==> src/rtl/fifo_rd_pkg.sv <==
`default_nettype none
// ============================================================================
// Module   : fifo_rd_pkg
// Purpose  : Shared types and constants for the FIFO stream reader.
// Revision : 1.0 - initial release
// ============================================================================
package fifo_rd_pkg;

    typedef enum logic [1:0] {
        IDLE  = 2'd0,
        RUN   = 2'd1,
        DRAIN = 2'd2
    } rd_state_t;

    localparam int DEFAULT_DATA_W = 32;

endpackage : fifo_rd_pkg
`default_nettype wire

==> src/rtl/fifo_rd_skid.sv <==
`default_nettype none
// ============================================================================
// Module   : fifo_rd_skid
// Purpose  : Two-entry registered output buffer with simultaneous write/pop.
// Revision : 1.0 - initial release
// ============================================================================
module fifo_rd_skid
    import fifo_rd_pkg::*;
#(
    parameter int DATA_W = DEFAULT_DATA_W
) (
    input  logic              clk,
    input  logic              rst,
    input  logic              wr,
    input  logic [DATA_W-1:0] wdata,
    input  logic              pop,
    output logic [DATA_W-1:0] head_data,
    output logic              head_valid,
    output logic [1:0]        occ
);

    logic [DATA_W-1:0] head_q, head_d;
    logic [DATA_W-1:0] tail_q, tail_d;
    logic [1:0]        occ_q, occ_d;
    logic              valid_q, valid_d;
    logic              do_pop;

    assign do_pop = pop && (occ_q != 2'd0);

    always_comb begin
        head_d  = head_q;
        tail_d  = tail_q;
        occ_d   = occ_q;
        if (do_pop && wr) begin
            // Pop and write together: occupancy unchanged, data shifts forward.
            if (occ_q == 2'd1) begin
                head_d = wdata;
            end else begin
                head_d = tail_q;
                tail_d = wdata;
            end
        end else if (do_pop) begin
            head_d = tail_q;
            occ_d  = occ_q - 2'd1;
        end else if (wr && (occ_q != 2'd2)) begin
            if (occ_q == 2'd0) begin
                head_d = wdata;
            end else begin
                tail_d = wdata;
            end
            occ_d = occ_q + 2'd1;
        end
        valid_d = (occ_d != 2'd0);
    end

    always_ff @(posedge clk) begin
        if (!rst) begin
            head_q  <= '0;
            tail_q  <= '0;
            occ_q   <= 2'd0;
            valid_q <= 1'b0;
        end else begin
            head_q  <= head_d;
            tail_q  <= tail_d;
            occ_q   <= occ_d;
            valid_q <= valid_d;
        end
    end

    assign head_data  = head_q;
    assign head_valid = valid_q;
    assign occ        = occ_q;

endmodule : fifo_rd_skid
`default_nettype wire

==> src/rtl/fifo_stream_reader.sv <==
`default_nettype none
// ============================================================================
// Module   : fifo_stream_reader
// Purpose  : FIFO read engine: pop control, latency absorption, burst stream.
// Revision : 1.0 - initial release
// ============================================================================
module fifo_stream_reader
    import fifo_rd_pkg::*;
#(
    parameter int DATA_W    = DEFAULT_DATA_W,
    parameter int BURST_LEN = 16
) (
    input  logic              clk,
    input  logic              rst,
    input  logic              en,
    output logic              rd_en,
    input  logic [DATA_W-1:0] rd_data,
    input  logic              valid,
    input  logic              empty,
    output logic [DATA_W-1:0] m_data,
    output logic              m_valid,
    input  logic              m_ready,
    output logic              m_last,
    output logic              busy,
    output logic              err
);

    localparam int              CNT_W    = (BURST_LEN > 1) ? $clog2(BURST_LEN) : 1;
    localparam logic [CNT_W-1:0] LAST_CNT = CNT_W'(BURST_LEN - 1);

    rd_state_t        state_q, state_d;
    logic [CNT_W-1:0] cnt_q, cnt_d;
    logic             inflight_q;
    logic             err_q, err_d;
    logic             post_rst_q;
    logic [1:0]       occ;
    logic             beat;
    logic             wr;
    logic [2:0]       held;
    logic [2:0]       limit;

    fifo_rd_skid #(
        .DATA_W (DATA_W)
    ) u_skid (
        .clk        (clk),
        .rst        (rst),
        .wr         (wr),
        .wdata      (rd_data),
        .pop        (m_ready),
        .head_data  (m_data),
        .head_valid (m_valid),
        .occ        (occ)
    );

    assign beat  = m_valid && m_ready;
    assign wr    = valid && inflight_q;
    assign held  = {1'b0, occ} + {2'b00, inflight_q};
    // held - beat < 2, rearranged to stay unsigned
    assign limit = 3'd2 + {2'b00, beat};
    assign rd_en = rst && en && !empty && (held < limit);

    always_comb begin
        state_d = state_q;
        case (state_q)
            IDLE:    if (en) state_d = RUN;
            RUN:     if (!en) state_d = ((occ != 2'd0) || inflight_q) ? DRAIN : IDLE;
            DRAIN: begin
                if (en)                                   state_d = RUN;
                else if ((occ == 2'd0) && !inflight_q)    state_d = IDLE;
            end
            default: state_d = IDLE;
        endcase
    end

    always_comb begin
        cnt_d = cnt_q;
        if (beat) begin
            cnt_d = (cnt_q == LAST_CNT) ? '0 : cnt_q + 1'b1;
        end
    end

    // The first cycle after reset release ignores stray read data.
    always_comb begin
        err_d = err_q;
        if (!post_rst_q && (valid != inflight_q)) begin
            err_d = 1'b1;
        end
    end

    always_ff @(posedge clk) begin
        if (!rst) begin
            state_q    <= IDLE;
            cnt_q      <= '0;
            inflight_q <= 1'b0;
            err_q      <= 1'b0;
            post_rst_q <= 1'b1;
        end else begin
            state_q    <= state_d;
            cnt_q      <= cnt_d;
            inflight_q <= rd_en;
            err_q      <= err_d;
            post_rst_q <= 1'b0;
        end
    end

    assign m_last = m_valid && (cnt_q == LAST_CNT);
    assign busy   = (state_q != IDLE);
    assign err    = err_q;

endmodule : fifo_stream_reader
`default_nettype wire

==> config.mk <==
export PLATFORM = sky130hd
export DESIGN_NAME = fifo_stream_reader
export DESIGN_NICKNAME = d
export VERILOG_FILES = /design/src/rtl/fifo_rd_pkg.sv /design/src/rtl/fifo_rd_skid.sv /design/src/rtl/fifo_stream_reader.sv
export SDC_FILE = /design/constraint.sdc
export NUM_CORES = 1
export LEC_CHECK = 0
export ABC_AREA = 0
export CORE_ASPECT_RATIO = 0.9
export CORE_UTILIZATION = 51
export DETAILED_ROUTE_END_ITERATION = 12
export PLACE_DENSITY_LB_ADDON = 0.12
export SYNTH_ARGS = -nofsm -noshare
export SYNTH_HDL_FRONTEND = slang
export SYNTH_SLANG_ARGS = --single-unit
export TNS_END_PERCENT = 100
==> constraint.sdc <==
create_clock -name clk -period 2.4 [get_ports clk]
set_input_delay 0.24 -clock clk [delete_from_list [all_inputs] [get_ports clk]]
set_output_delay 0.24 -clock clk [all_outputs]
set_load 0.02 [all_outputs]
==> results of run 1 <==
[area by class of cell]
| cell class | instances | area, um2 |
|---|---|---|
| fillers | 551 | 2110 |
| multi-input cells | 274 | 1820 |
| flip-flops and latches | 76 | 1520 |
| repair buffers | 85 | 821 |
| clock buffers | 9 | 124 |
| well taps | 90 | 113 |
| clock inverters | 7 | 91.3 |
| inverters | 6 | 22.5 |
[stage by stage]
stage | total power, uW | setup slack (ns) | instance area (um2)
floorplan | 2250 | 0.397 | 3520
global placement | 2720 | 0.211 | 4300
detailed placement | 2740 | 0.216 | 4300
CTS | 3790 | 0.0175 | 4510
global route | 3970 | 0.156 | 4520
finish | 3750 | 0.335 | 4520
[metal layers]
layer  up-vias  routed length [um]
li1       1506                   -
met1      1353                3360
met2        67                3480
met3        10                 349
met4         0                  85
met5         -                   0
[worst max path at each step]
stage / from / to / slack (ns)
6_report: u_skid.occ[1] / u_skid.tail_q[18] / 0.33
5_1_grt: u_skid.occ[1] / u_skid.tail_q[18] / 0.16
4_1_cts: inflight_q / rd_en / 0.02
3_5_place_dp: m_ready / rd_en / 0.22
3_3_place_gp: m_ready / rd_en / 0.21
2_1_floorplan: u_skid.occ[1] / u_skid.tail_q[0] / 0.40
[sequential cells by signal, indices dropped and copies added, names as in the netlist]
register / flops
u_skid.head_data: 32
u_skid.tail_q: 32
cnt_q: 4
state_q: 2
u_skid.occ: 2
err: 1
inflight_q: 1
post_rst_q: 1
u_skid.head_valid: 1
[cell families (layout without fill, tap and decap cells)]
kind of cell	Yosys count	after routing
muxes	66	66
buffers and inverters	38	107
adders and majority gates	8	8
and+or+nand+nor	88	88
DFF	76	76
AOI/OAI and AO/OA	110	110
xor gates and xnor gates	2	2
[worst max-delay path, stage by stage (launching register included)]
cell and delay (ns):
sky130_fd_sc_hd__dfxtp_1 0.43, sky130_fd_sc_hd__inv_1 0.11, sky130_fd_sc_hd__ha_1 0.23, sky130_fd_sc_hd__nand2b_2 0.22, sky130_fd_sc_hd__a2111oi_4 0.37, sky130_fd_sc_hd__buf_4 0.37, sky130_fd_sc_hd__nand3_1 0.12, sky130_fd_sc_hd__o21ai_0 0.12
[report_power, final]
part           internal [uW]  total [uW]  leakage (uW)  switching [uW]
Clock                    581        1040      0.000109             462
Sequential              1450        1560      0.000617             110
Combinational            554        1150       0.00118             596
Total                   2580        3750       0.00191            1170
[synth_stat cells]
cell type                   instances
sky130_fd_sc_hd__a2111oi_4          1
sky130_fd_sc_hd__nand3b_1           1
sky130_fd_sc_hd__a211oi_1           1
sky130_fd_sc_hd__clkbuf_1          19
sky130_fd_sc_hd__a2111oi_0          1
sky130_fd_sc_hd__xor2_1             1
sky130_fd_sc_hd__and4_1             1
sky130_fd_sc_hd__nor4b_1            2
sky130_fd_sc_hd__and3b_1            1
sky130_fd_sc_hd__clkbuf_2           3
sky130_fd_sc_hd__nand2b_1           2
sky130_fd_sc_hd__nand2_1           38
sky130_fd_sc_hd__mux2i_1           34
sky130_fd_sc_hd__and3_1             1
sky130_fd_sc_hd__a21oi_1           39
sky130_fd_sc_hd__o21ai_1            6
sky130_fd_sc_hd__o21ai_0           60
sky130_fd_sc_hd__inv_1              6
sky130_fd_sc_hd__o21a_1             1
sky130_fd_sc_hd__a311oi_1           1
sky130_fd_sc_hd__buf_2              7
sky130_fd_sc_hd__dfxtp_1           76
sky130_fd_sc_hd__and2_1             2
sky130_fd_sc_hd__or2_2              1
sky130_fd_sc_hd__nor2_1             4
sky130_fd_sc_hd__nand3_1           34
sky130_fd_sc_hd__mux2_2            32
sky130_fd_sc_hd__or3b_2             1
sky130_fd_sc_hd__xnor2_1            1
sky130_fd_sc_hd__buf_6              3
sky130_fd_sc_hd__ha_1               8
[cells in the final DEF, fill, tap and decap left out, drive strengths merged, types with 2 or more instances in the layout]
cell type / count
nand3: 34
a2111oi: 2
nand2b: 2
buf: 12
clkbuf: 9
ha: 8
bufinv: 2
clkdlybuf4s50: 72
nand2: 38
inv: 6
and2: 2
nor4b: 2
clkinv: 4
mux2: 32
dfxtp: 76
o21ai: 66
mux2i: 34
a21oi: 39
nor2: 4
==> out/metrics.csv, run 1 <==
stage,metric,value,unit
synth,compound-cell area share of the yosys netlist,16.6,%
global_routing,total routing usage reported by global routing,21.8,%
global_routing,most utilized layer in the global route result,met2,
clock_tree,TritonCTS clock tree,done,
floorplanning,initial core utilization,53.2,%
placed_design,RePlAce Congestion,0.770,
power,areal power density over the cells,831,mW/mm2
routing,ratio of routed vias to standard cells,5.37,
power,leakage power figure,0.00191,uW
global_routing,residual overflow from global routing,0,
routing,detailed-route wire length per cell,13.3,um
cells_and_area,share of the core filled with cells,68.2,%
routing,first-pass iteration count of the detailed router,4,
floorplanning,number of placement rows,28,
clock_tree,total CTS buffers,9,
floorplanning,horizontal die dimension,89.6,um
timing,worst hold slack,0.218,ns
synth,portion of the post-synthesis area used by sequential elements,43.2,%
routing,total via count in the routed design,2936,
timing,unrepaired setup endpoints after global routing,no,
timing,fin. max-slew vios,0,
synth,Post-Syn Instances,388,
global_routing,met2 global-route usage,37.9,%
synth,Unique masters post-synth,31,
placed_design,HPWL after detailed placement,4.82,mm
global_routing,met1 track demand over resource in global routing,25.6,%
synth,cell type with the largest total area after synthesis,sky130_fd_sc_hd__dfxtp_1,
hold_path,type of the most critical hold path,input port to register,
synth,post-synth design cell area,0.00352,mm2
synth,fraction of post-synthesis cell area in the top cell type by area,43.2,%
global_routing,via count of the first global-routing pass,2812,
hold_path,endpoint with the worst hold slack,state_q[0],
synth,average footprint of a synthesized cell,9.07,um2
synth,warning count from the yosys run,0,
clock_tree,buffer type at the clock tree root,sky130_fd_sc_hd__clkbuf_8,
flow_run,maximum capacitance violations,0,
timing,time the worst path needs with I/O delays and setup,2.07,ns
floorplanning,count of pins on the block boundary,75,
clock_tree,clock tree buffer depth,2,
cells_and_area,area growth from synthesis to layout,28.3,%
clock_tree,CTS resizes,0,
floorplanning,Floorplan Core Area,0.00662,mm2
synth,XOR/XNOR Fraction of Synth Area,0.498,%
synth,Synth Area in Simple Gates,11.8,%
synth,number of nets produced by synthesis,434,
floorplanning,area of the die,0.00724,mm2
synth,"top cells by area, synth","sky130_fd_sc_hd__dfxtp_1 43%, sky130_fd_sc_hd__mux2_2 10%, sky130_fd_sc_hd__mux2i_1 9.7%, sky130_fd_sc_hd__o21ai_0 8.5%, sky130_fd_sc_hd__a21oi_1 5.5%",
critical_path,worst endpoint required time,2.66,ns
synth,dominant combinational cell family by area after synthesis,multiplexers,
timing,Final Hold Vio Count,0,
synth,"arithmetic-cell share of the synthesized area counting full adders, half adders and majority gates",2.84,%
global_routing,number of antenna violations at the first check in global routing,0,
hold_path,Worst Min Path Start,rst,
critical_path,kind of end point of the critical path,register,
placed_design,Placed Cells incl. Taps,531,
timing,Final Setup Violations,0,
cells_and_area,total number of nets in the final design,498,
routing,detailed-route DRC error count,0,
floorplanning,Die H,80.8,um
clock_tree,total of hold buffers inserted after clock tree synthesis,0,
synth,mux share of post-synthesis cell area,19.9,%
timing,worst slew slack as a fraction of its limit,54.4,%
timing,clock skew after layout,0.00713,ns
clock_tree,"CTS clk-pin slew, worst paths",0.07,ns
cells_and_area,share of final-layout standard cells stronger than drive strength 1,14.0,%
timing,transition at the pin with the smallest max-transition slack,0.684,ns
global_routing,met3 track utilization from global routing,6.71,%
global_routing,largest net degree at the start of global routing,81,
critical_path,Max Fanout on Critical Path,36,
clock_tree,number of sinks handled by clock tree synthesis,76,
routing,Final ANT Viol Nets,0,
timing,Fmax,0.484,GHz
synth,Yosys reg bits,76,
timing,final total negative setup slack,0,ns
hold_path,hold depth,3,
critical_path,RR Startpoint,u_skid.occ[1],
timing,share of the clock period used by the worst path,86.0,%
cells_and_area,antenna fix cells,0,
placed_design,input/output buffers,74,
critical_path,R2R cell count,7,
routing,routed wire length,7.28,mm
critical_path,Worst R2R End,u_skid.tail_q[18],
clock_tree,insertion delay to the later sink of the worst-skew pair,0.34,ns
global_routing,first-pass GRT wire length,12.3,mm
critical_path,worst path arrival time,2.33,ns
cells_and_area,Final Instance Count excl. Fillers,547,
clock_tree,Clock H-tree levels,3,
routing,drt initial violations,117,
critical_path,start-to-end type of the worst setup path,register to register,
power,worst supply voltage drop on vdd,0.000574,V
run_status,result of the run,"finished, final reports clean",
critical_path,slack of the worst reg-to-reg path,0.33,ns
critical_path,Worst Setup Start Kind,register,
clock_tree,number of setup buffers added after CTS,0,
No activity file was read; power rests on OpenSTA's default activity.
==> inputs of run 2 (changes only) <==
==> constraint.sdc (replaced) <==
create_clock -name clk -period 2.1 [get_ports clk]
set_input_delay 0.21 -clock clk [delete_from_list [all_inputs] [get_ports clk]]
set_output_delay 0.21 -clock clk [all_outputs]
set_load 0.02 [all_outputs]
==> out/metrics.csv, run 2 (synthesized netlist as in run 1, its figures left out) <==
stage,metric,value,unit,change
routing,met3 routed wirelength,344,um,was 349 um
timing,time the worst path needs with I/O delays and setup,1.95,ns,was 2.07 ns
routing,Met1 Wirelength,3.51,mm,was 3.36 mm
routing,Final ANT Viol Nets,0,,unchanged
placed_design,worst-case setup slack after placement,-0.0529,ns,was 0.216 ns
placed_design,area post-placement,0.00437,mm2,was 0.00430 mm2
routing,total via count in the routed design,3008,,was 2936
global_routing,number of antenna violations at the first check in global routing,0,,unchanged
power,areal power density over the cells,918,mW/mm2,was 831 mW/mm2
clock_tree,clock tree buffer depth,2,,unchanged
clock_tree,TritonCTS clock tree,done,,unchanged
floorplanning,initial core utilization,53.2,%,unchanged
placed_design,HPWL after detailed placement,4.70,mm,was 4.82 mm
timing,clock skew after layout,0.0108,ns,was 0.00713 ns
floorplanning,horizontal die dimension,89.6,um,unchanged
routing,routed wire length,7.53,mm,was 7.28 mm
timing,fin. max-slew vios,0,,unchanged
cells_and_area,highest-count cells in the layout ignoring fill and taps,"76 x sky130_fd_sc_hd__dfxtp_1, 72 x sky130_fd_sc_hd__clkdlybuf4s50_1, 60 x sky130_fd_sc_hd__o21ai_0",,unchanged
critical_path,R2R cell count,8,,was 7
run_status,result of the run,"finished, final reports clean",,unchanged
hold_path,type of the most critical hold path,input port to register,,unchanged
timing,Fmax,0.513,GHz,was 0.484 GHz
timing,transition at the pin with the smallest max-transition slack,0.846,ns,was 0.684 ns
critical_path,worst endpoint required time,2.37,ns,was 2.66 ns
hold_path,endpoint with the worst hold slack,state_q[0],,unchanged
clock_tree,total CTS buffers,9,,unchanged
critical_path,slack of the worst reg-to-reg path,0.15,ns,was 0.33 ns
hold_path,hold depth,3,,unchanged
routing,detailed-route DRC error count,0,,unchanged
timing,Worst Slack Setup Final,0.152,ns,was 0.335 ns
floorplanning,area of the die,0.00724,mm2,unchanged
cells_and_area,final design area excluding fillers,0.00460,mm2,was 0.00452 mm2
global_routing,via count of the first global-routing pass,2693,,was 2812
global_routing,largest net degree at the start of global routing,101,,was 81
routing,Routed met2 length,3.53,mm,was 3.48 mm
cells_and_area,most common library cell in the layout ignoring fill and taps,sky130_fd_sc_hd__dfxtp_1,,unchanged
power,worst supply voltage drop on vdd,0.000596,V,was 0.000574 V
timing,share of the clock period used by the worst path,92.8,%,was 86.0%
flow_run,maximum capacitance violations,0,,unchanged
cells_and_area,area growth from synthesis to layout,30.7,%,was 28.3%
cells_and_area,antenna fix cells,0,,unchanged
floorplanning,Floorplan Core Area,0.00662,mm2,unchanged
placed_design,input/output buffers,74,,unchanged
critical_path,Max Fanout on Critical Path,16,,was 36
critical_path,Worst Setup Start Kind,register,,unchanged
power,Pwr Total,4220,uW,was 3750 uW
placed_design,Placed Cells incl. Taps,532,,was 531
critical_path,Worst R2R End,u_skid.tail_q[27],,was u_skid.tail_q[18]
clock_tree,buffer type at the clock tree root,sky130_fd_sc_hd__clkbuf_8,,unchanged
clock_tree,"CTS clk-pin slew, worst paths",0.08,ns,was 0.07 ns
global_routing,residual overflow from global routing,0,,unchanged
cells_and_area,share of the core filled with cells,69.5,%,was 68.2%
critical_path,start-to-end type of the worst setup path,register to register,,unchanged
clock_tree,insertion delay to the later sink of the worst-skew pair,0.35,ns,was 0.34 ns
cells_and_area,Storage cell area,0.00152,mm2,unchanged
global_routing,first-pass GRT wire length,12.0,mm,was 12.3 mm
critical_path,RR Startpoint,u_skid.occ[1],,unchanged
routing,drt initial violations,103,,was 117
floorplanning,number of placement rows,28,,unchanged
routing,uppermost metal layer occupied by signal nets,met4,,unchanged
timing,Final Hold Vio Count,0,,unchanged
floorplanning,Die H,80.8,um,unchanged
routing,ratio of routed vias to standard cells,5.48,,was 5.37
cells_and_area,total number of nets in the final design,501,,was 498
floorplanning,count of pins on the block boundary,75,,unchanged
critical_path,kind of end point of the critical path,register,,unchanged
routing,first-pass iteration count of the detailed router,4,,unchanged
routing,detailed-route wire length per cell,13.7,um,was 13.3 um
critical_path,worst path arrival time,2.22,ns,was 2.33 ns
cells_and_area,area occupied by multi-input gates,0.00184,mm2,was 0.00182 mm2
hold_path,Worst Min Path Start,rst,,unchanged
global_routing,total routing usage reported by global routing,21.6,%,was 21.8%
cells_and_area,count of filler cells inserted in the layout,519,,was 551
cells_and_area,share of final-layout standard cells stronger than drive strength 1,14.8,%,was 14.0%
timing,Final Setup Violations,0,,unchanged
placed_design,RePlAce Congestion,0.779,,was 0.770
clock_tree,Clock H-tree levels,3,,unchanged
clock_tree,number of sinks handled by clock tree synthesis,76,,unchanged
cells_and_area,Final Instance Count excl. Fillers,549,,was 547
power,leakage power figure,0.00195,uW,was 0.00191 uW
clock_tree,total of hold buffers inserted after clock tree synthesis,0,,unchanged
timing,worst slew slack as a fraction of its limit,43.6,%,was 54.4%
## run 2: final cells by class
| type | instances | share of cell area [%] |
|---|---|---|
| repair buffers | 88 | 19.9 |
| clock buffers | 10 | 2.99 |
| inverters | 6 | 0.490 |
| multi-input cells | 274 | 40.0 |
| flip-flops and latches | 76 | 33.1 |
| well taps | 90 | 2.45 |
| clock inverters | 5 | 1.14 |
## run 2: repair_timing
item	in CTS	in global routing
resized for setup	5	8
pin swaps	0	1
cloned	0	1
setup endpoints to repair	1	33
setup buffers	0	1
## run 2: worst max-delay path, cell delays in order (launching register included)
cell and delay, ns:
sky130_fd_sc_hd__dfxtp_1 0.42, sky130_fd_sc_hd__inv_1 0.11, sky130_fd_sc_hd__ha_1 0.22, sky130_fd_sc_hd__nand2b_2 0.23
sky130_fd_sc_hd__a2111oi_4 0.31, sky130_fd_sc_hd__buf_4 0.19, sky130_fd_sc_hd__buf_6 0.18, sky130_fd_sc_hd__nand3_1 0.09
sky130_fd_sc_hd__o21ai_0 0.12
## run 2: metal layers
metal  vias up  GRT usage, %
met5         -             0
met4         0          9.52
met3        11          5.59
met2        61          37.2
met1      1426          25.3
li1       1510             -
## run 2: where the power goes
group          switching, uW  total (uW)  internal (uW)
clock                    519        1090            568
combinational            697        1360            664
sequential               121        1780           1650
## run 2: worst max path at each step
| stage | depth (start not counted) | end | slack, ns | from |
|---|---|---|---|---|
| after detailed placement | 5 | rd_en | -0.05 | m_ready |
| after CTS | 7 | u_skid.tail_q[3] | 0.04 | u_skid.occ[1] |
| final | 8 | u_skid.tail_q[27] | 0.15 | u_skid.occ[1] |
| after global routing | 8 | u_skid.tail_q[3] | -0.02 | u_skid.occ[1] |
| after floorplan | 7 | u_skid.tail_q[0] | 0.1 | u_skid.occ[1] |
| after global placement | 5 | rd_en | 0.02 | m_ready |
## run 2: per-stage QoR
stage          TNS, ns  hold WS [ns]
3_3_place_gp         0         0.431
4_1_cts              0         0.190
2_1_floorplan        0         0.287
5_1_grt        -0.0394         0.245
3_5_place_dp   -0.0529         0.435
6_report             0         0.234
==> inputs of run 3 (changes only) <==
--- a/config.mk
+++ b/config.mk
@@ -7,8 +7,9 @@
 export LEC_CHECK = 0
 export ABC_AREA = 0
 export CORE_ASPECT_RATIO = 0.9
-export CORE_UTILIZATION = 51
+export CORE_UTILIZATION = 54
 export DETAILED_ROUTE_END_ITERATION = 12
+export DONT_BUFFER_PORTS = 1
 export PLACE_DENSITY_LB_ADDON = 0.12
 export SYNTH_ARGS = -nofsm -noshare
 export SYNTH_HDL_FRONTEND = slang
==> out/metrics.csv, run 3 (synthesized netlist as in run 1, its figures left out) <==
stage,metric,value,unit,change
critical_path,cell with the most instances on the worst path,sky130_fd_sc_hd__ha_1,,
critical_path,worst endpoint required time,1.89,ns,was 2.37 ns
routing,detailed-route wire length per cell,14.7,um,was 13.7 um
power,relative contribution of sequential cells to total power,52.2,%,was 42.0%
cells_and_area,area growth from synthesis to layout,16.2,%,was 30.7%
timing,Fmax,0.518,GHz,was 0.513 GHz
global_routing,number of antenna violations at the first check in global routing,0,,unchanged
global_routing,total routing usage reported by global routing,22.8,%,was 21.6%
placed_design,input/output buffers,0,,was 74
cells_and_area,share of the core filled with cells,65.8,%,was 69.5%
run_status,result of the run,"finished, final reports clean",,unchanged
global_routing,residual overflow from global routing,0,,unchanged
cells_and_area,count of filler cells inserted in the layout,532,,was 519
floorplanning,horizontal die dimension,87.1,um,was 89.6 um
hold_path,endpoint with the worst hold slack,u_skid.tail_q[13],,was state_q[0]
hold_path,type of the most critical hold path,input port to register,,unchanged
critical_path,Worst R2R End,u_skid.tail_q[17],,was u_skid.tail_q[27]
routing,routed wire length,7.35,mm,was 7.53 mm
global_routing,via count of the first global-routing pass,2686,,was 2693
floorplanning,initial core utilization,56.6,%,was 53.2%
timing,unrepaired setup endpoints after global routing,no,,
critical_path,kind of end point of the critical path,primary output,,was register
clock_tree,number of sinks handled by clock tree synthesis,76,,unchanged
critical_path,worst path cell trace,"ha_1, ha_1, o21ai_0, nor4b_1, buf_4",,"was inv_1, ha_1, nand2b_2, a2111oi_4, buf_4, buf_6, nand3_1, o21ai_0"
floorplanning,area of the die,0.00685,mm2,was 0.00724 mm2
clock_tree,Clock H-tree levels,3,,unchanged
flow_run,maximum capacitance violations,0,,unchanged
floorplanning,Die H,78.6,um,was 80.8 um
critical_path,slack of the worst reg-to-reg path,0.21,ns,was 0.15 ns
cells_and_area,share of final-layout standard cells stronger than drive strength 1,14.7,%,was 14.8%
timing,time the worst path needs with I/O delays and setup,1.93,ns,was 1.95 ns
cells_and_area,highest-count cells in the layout ignoring fill and taps,"76 x sky130_fd_sc_hd__dfxtp_1, 60 x sky130_fd_sc_hd__o21ai_0, 39 x sky130_fd_sc_hd__a21oi_1",,"was 76 x sky130_fd_sc_hd__dfxtp_1, 72 x sky130_fd_sc_hd__clkdlybuf4s50_1, 60 x sky130_fd_sc_hd__o21ai_0"
cells_and_area,total number of nets in the final design,456,,was 501
placed_design,RePlAce Congestion,0.772,,was 0.779
routing,drt initial violations,133,,was 103
timing,worst hold slack,0.0163,ns,was 0.234 ns
routing,first-pass iteration count of the detailed router,4,,unchanged
clock_tree,number of setup buffers added after CTS,0,,unchanged
routing,Final ANT Viol Nets,0,,unchanged
placed_design,HPWL after detailed placement,4.23,mm,was 4.70 mm
power,power spent charging and discharging nets,1250,uW,was 1340 uW
critical_path,R2R cell count,7,,was 8
hold_path,hold depth,2,,was 3
clock_tree,"CTS clk-pin slew, worst paths",0.08,ns,about the same
critical_path,RR Startpoint,u_skid.occ[1],,unchanged
floorplanning,Floorplan Core Area,0.00622,mm2,was 0.00662 mm2
timing,final total negative setup slack,0,ns,unchanged
timing,Final Setup Violations,0,,unchanged
floorplanning,count of pins on the block boundary,75,,unchanged
power,worst supply voltage drop on vdd,0.000641,V,was 0.000596 V
cells_and_area,final design area excluding fillers,0.00409,mm2,was 0.00460 mm2
hold_path,Worst Min Path Start,rd_data[13],,was rst
power,clock group share of total power,28.5,%,was 25.7%
timing,Final Hold Vio Count,0,,unchanged
critical_path,worst path arrival time,1.72,ns,was 2.22 ns
routing,detailed-route DRC error count,0,,unchanged
critical_path,Worst Setup Start Kind,register,,unchanged
clock_tree,clock tree buffer depth,2,,unchanged
power,areal power density over the cells,933,mW/mm2,was 918 mW/mm2
power,Comb pwr share,19.3,%,was 32.2%
cells_and_area,antenna fix cells,0,,unchanged
critical_path,Max Fanout on Critical Path,3,,was 16
critical_path,family with the most delay on the worst path,adder cells,,was buffers and inverters
timing,transition at the pin with the smallest max-transition slack,1.13,ns,was 0.846 ns
cells_and_area,most common library cell in the layout ignoring fill and taps,sky130_fd_sc_hd__dfxtp_1,,unchanged
clock_tree,insertion delay to the later sink of the worst-skew pair,0.34,ns,was 0.35 ns
global_routing,largest net degree at the start of global routing,71,,was 101
critical_path,largest stage delay on the critical path,0.34,ns,was 0.42 ns
global_routing,first-pass GRT wire length,12.2,mm,was 12.0 mm
power,switching portion of total power,32.7,%,was 31.6%
routing,ratio of routed vias to standard cells,5.56,,was 5.48
power,Internal Pwr Total,2570,uW,was 2890 uW
timing,share of the clock period used by the worst path,91.9,%,was 92.8%
floorplanning,number of placement rows,27,,was 28
power,leakage power figure,0.00175,uW,was 0.00195 uW
critical_path,start-to-end type of the worst setup path,register to primary output,,was register to register
timing,clock skew after layout,0.00853,ns,was 0.0108 ns
routing,total via count in the routed design,2785,,was 3008
timing,fin. max-slew vios,0,,unchanged
critical_path,crit path max-delay cell type,sky130_fd_sc_hd__dfxtp_1,,unchanged
clock_tree,TritonCTS clock tree,done,,unchanged
timing,worst slew slack as a fraction of its limit,24.5,%,was 43.6%
clock_tree,total CTS buffers,9,,unchanged
clock_tree,buffer type at the clock tree root,sky130_fd_sc_hd__clkbuf_8,,unchanged
placed_design,area post-placement,0.00356,mm2,was 0.00437 mm2
critical_path,Crit path buffers/inverters,1,,was 3
==> run 3: changes by cell type in the layout (fill, tap and decap cells not counted), sizes merged <==
cell,previous run,this run
clkdlybuf4s50,72,0
dlygate4sd3,0,33
buf,16,10
==> run 3: how the worst max path moves through the flow <==
stage,depth (start not counted),end,start
2_1_floorplan,7,u_skid.tail_q[0],u_skid.occ[1]
3_3_place_gp,6,u_skid.tail_q[13],u_skid.occ[1]
3_5_place_dp,7,u_skid.tail_q[13],u_skid.occ[1]
4_1_cts,7,u_skid.tail_q[13],u_skid.occ[1]
5_1_grt,7,u_skid.tail_q[24],u_skid.occ[1]
6_report,5,rd_en,inflight_q
==> run 3: metrics by stage <==
stage	power [uW]	setup slack [ns]	std cells
finish	3820	0.171	501
global route	4030	0.0357	501
CTS	3850	0.133	500
detailed placement	2700	0.138	453
global placement	2680	0.242	453
floorplan	2570	0.0967	388
==> run 3: cell type report <==
type	count	area [um2]	area share [%]
Clock buffer	10	138	3.36
Clock inverter	5	52.6	1.28
Inverter	6	22.5	0.550
Multi-Input combinational cell	274	1820	44.6
Sequential cell	76	1520	37.2
Tap cell	87	109	2.66
Timing Repair Buffer	43	425	10.4
==> run 3: worst register-to-register path: stages (launching register included) <==
cell and delay [ns]:
sky130_fd_sc_hd__dfxtp_1 0.42, sky130_fd_sc_hd__inv_1 0.11, sky130_fd_sc_hd__ha_1 0.23, sky130_fd_sc_hd__nand2b_2 0.22, sky130_fd_sc_hd__a2111oi_4 0.41, sky130_fd_sc_hd__buf_12 0.25
sky130_fd_sc_hd__nand3_1 0.10, sky130_fd_sc_hd__o21ai_0 0.11
==> run 3: routing by layer <==
layer / up-vias / routed length (um) / global-route usage, % / part of all wire (%)
met5: - / 0 / 0 / 0
met4: 0 / 45 / 7.54 / 0.61
met3: 4 / 373 / 7.15 / 5.1
met2: 57 / 3290 / 38.3 / 45
met1: 1303 / 3640 / 27.6 / 50
li1: 1421 / - / - / -
==> run 3: what timing repair did <==
item / in CTS / in global routing
endpoints found under the setup margin: 0 / 10
resized for setup: 0 / 2
hold endpoints to repair: 50 / 1
hold buffers: 32 / 1
==> run 3: power by group through the flow <==
stage	logic, uW	registers [uW]	clock network, uW
3_5_place_dp	671	2030	0
5_1_grt	837	2020	1170
2_1_floorplan	562	2010	0
3_3_place_gp	658	2020	0
6_report	737	1990	1090
4_1_cts	734	2000	1120
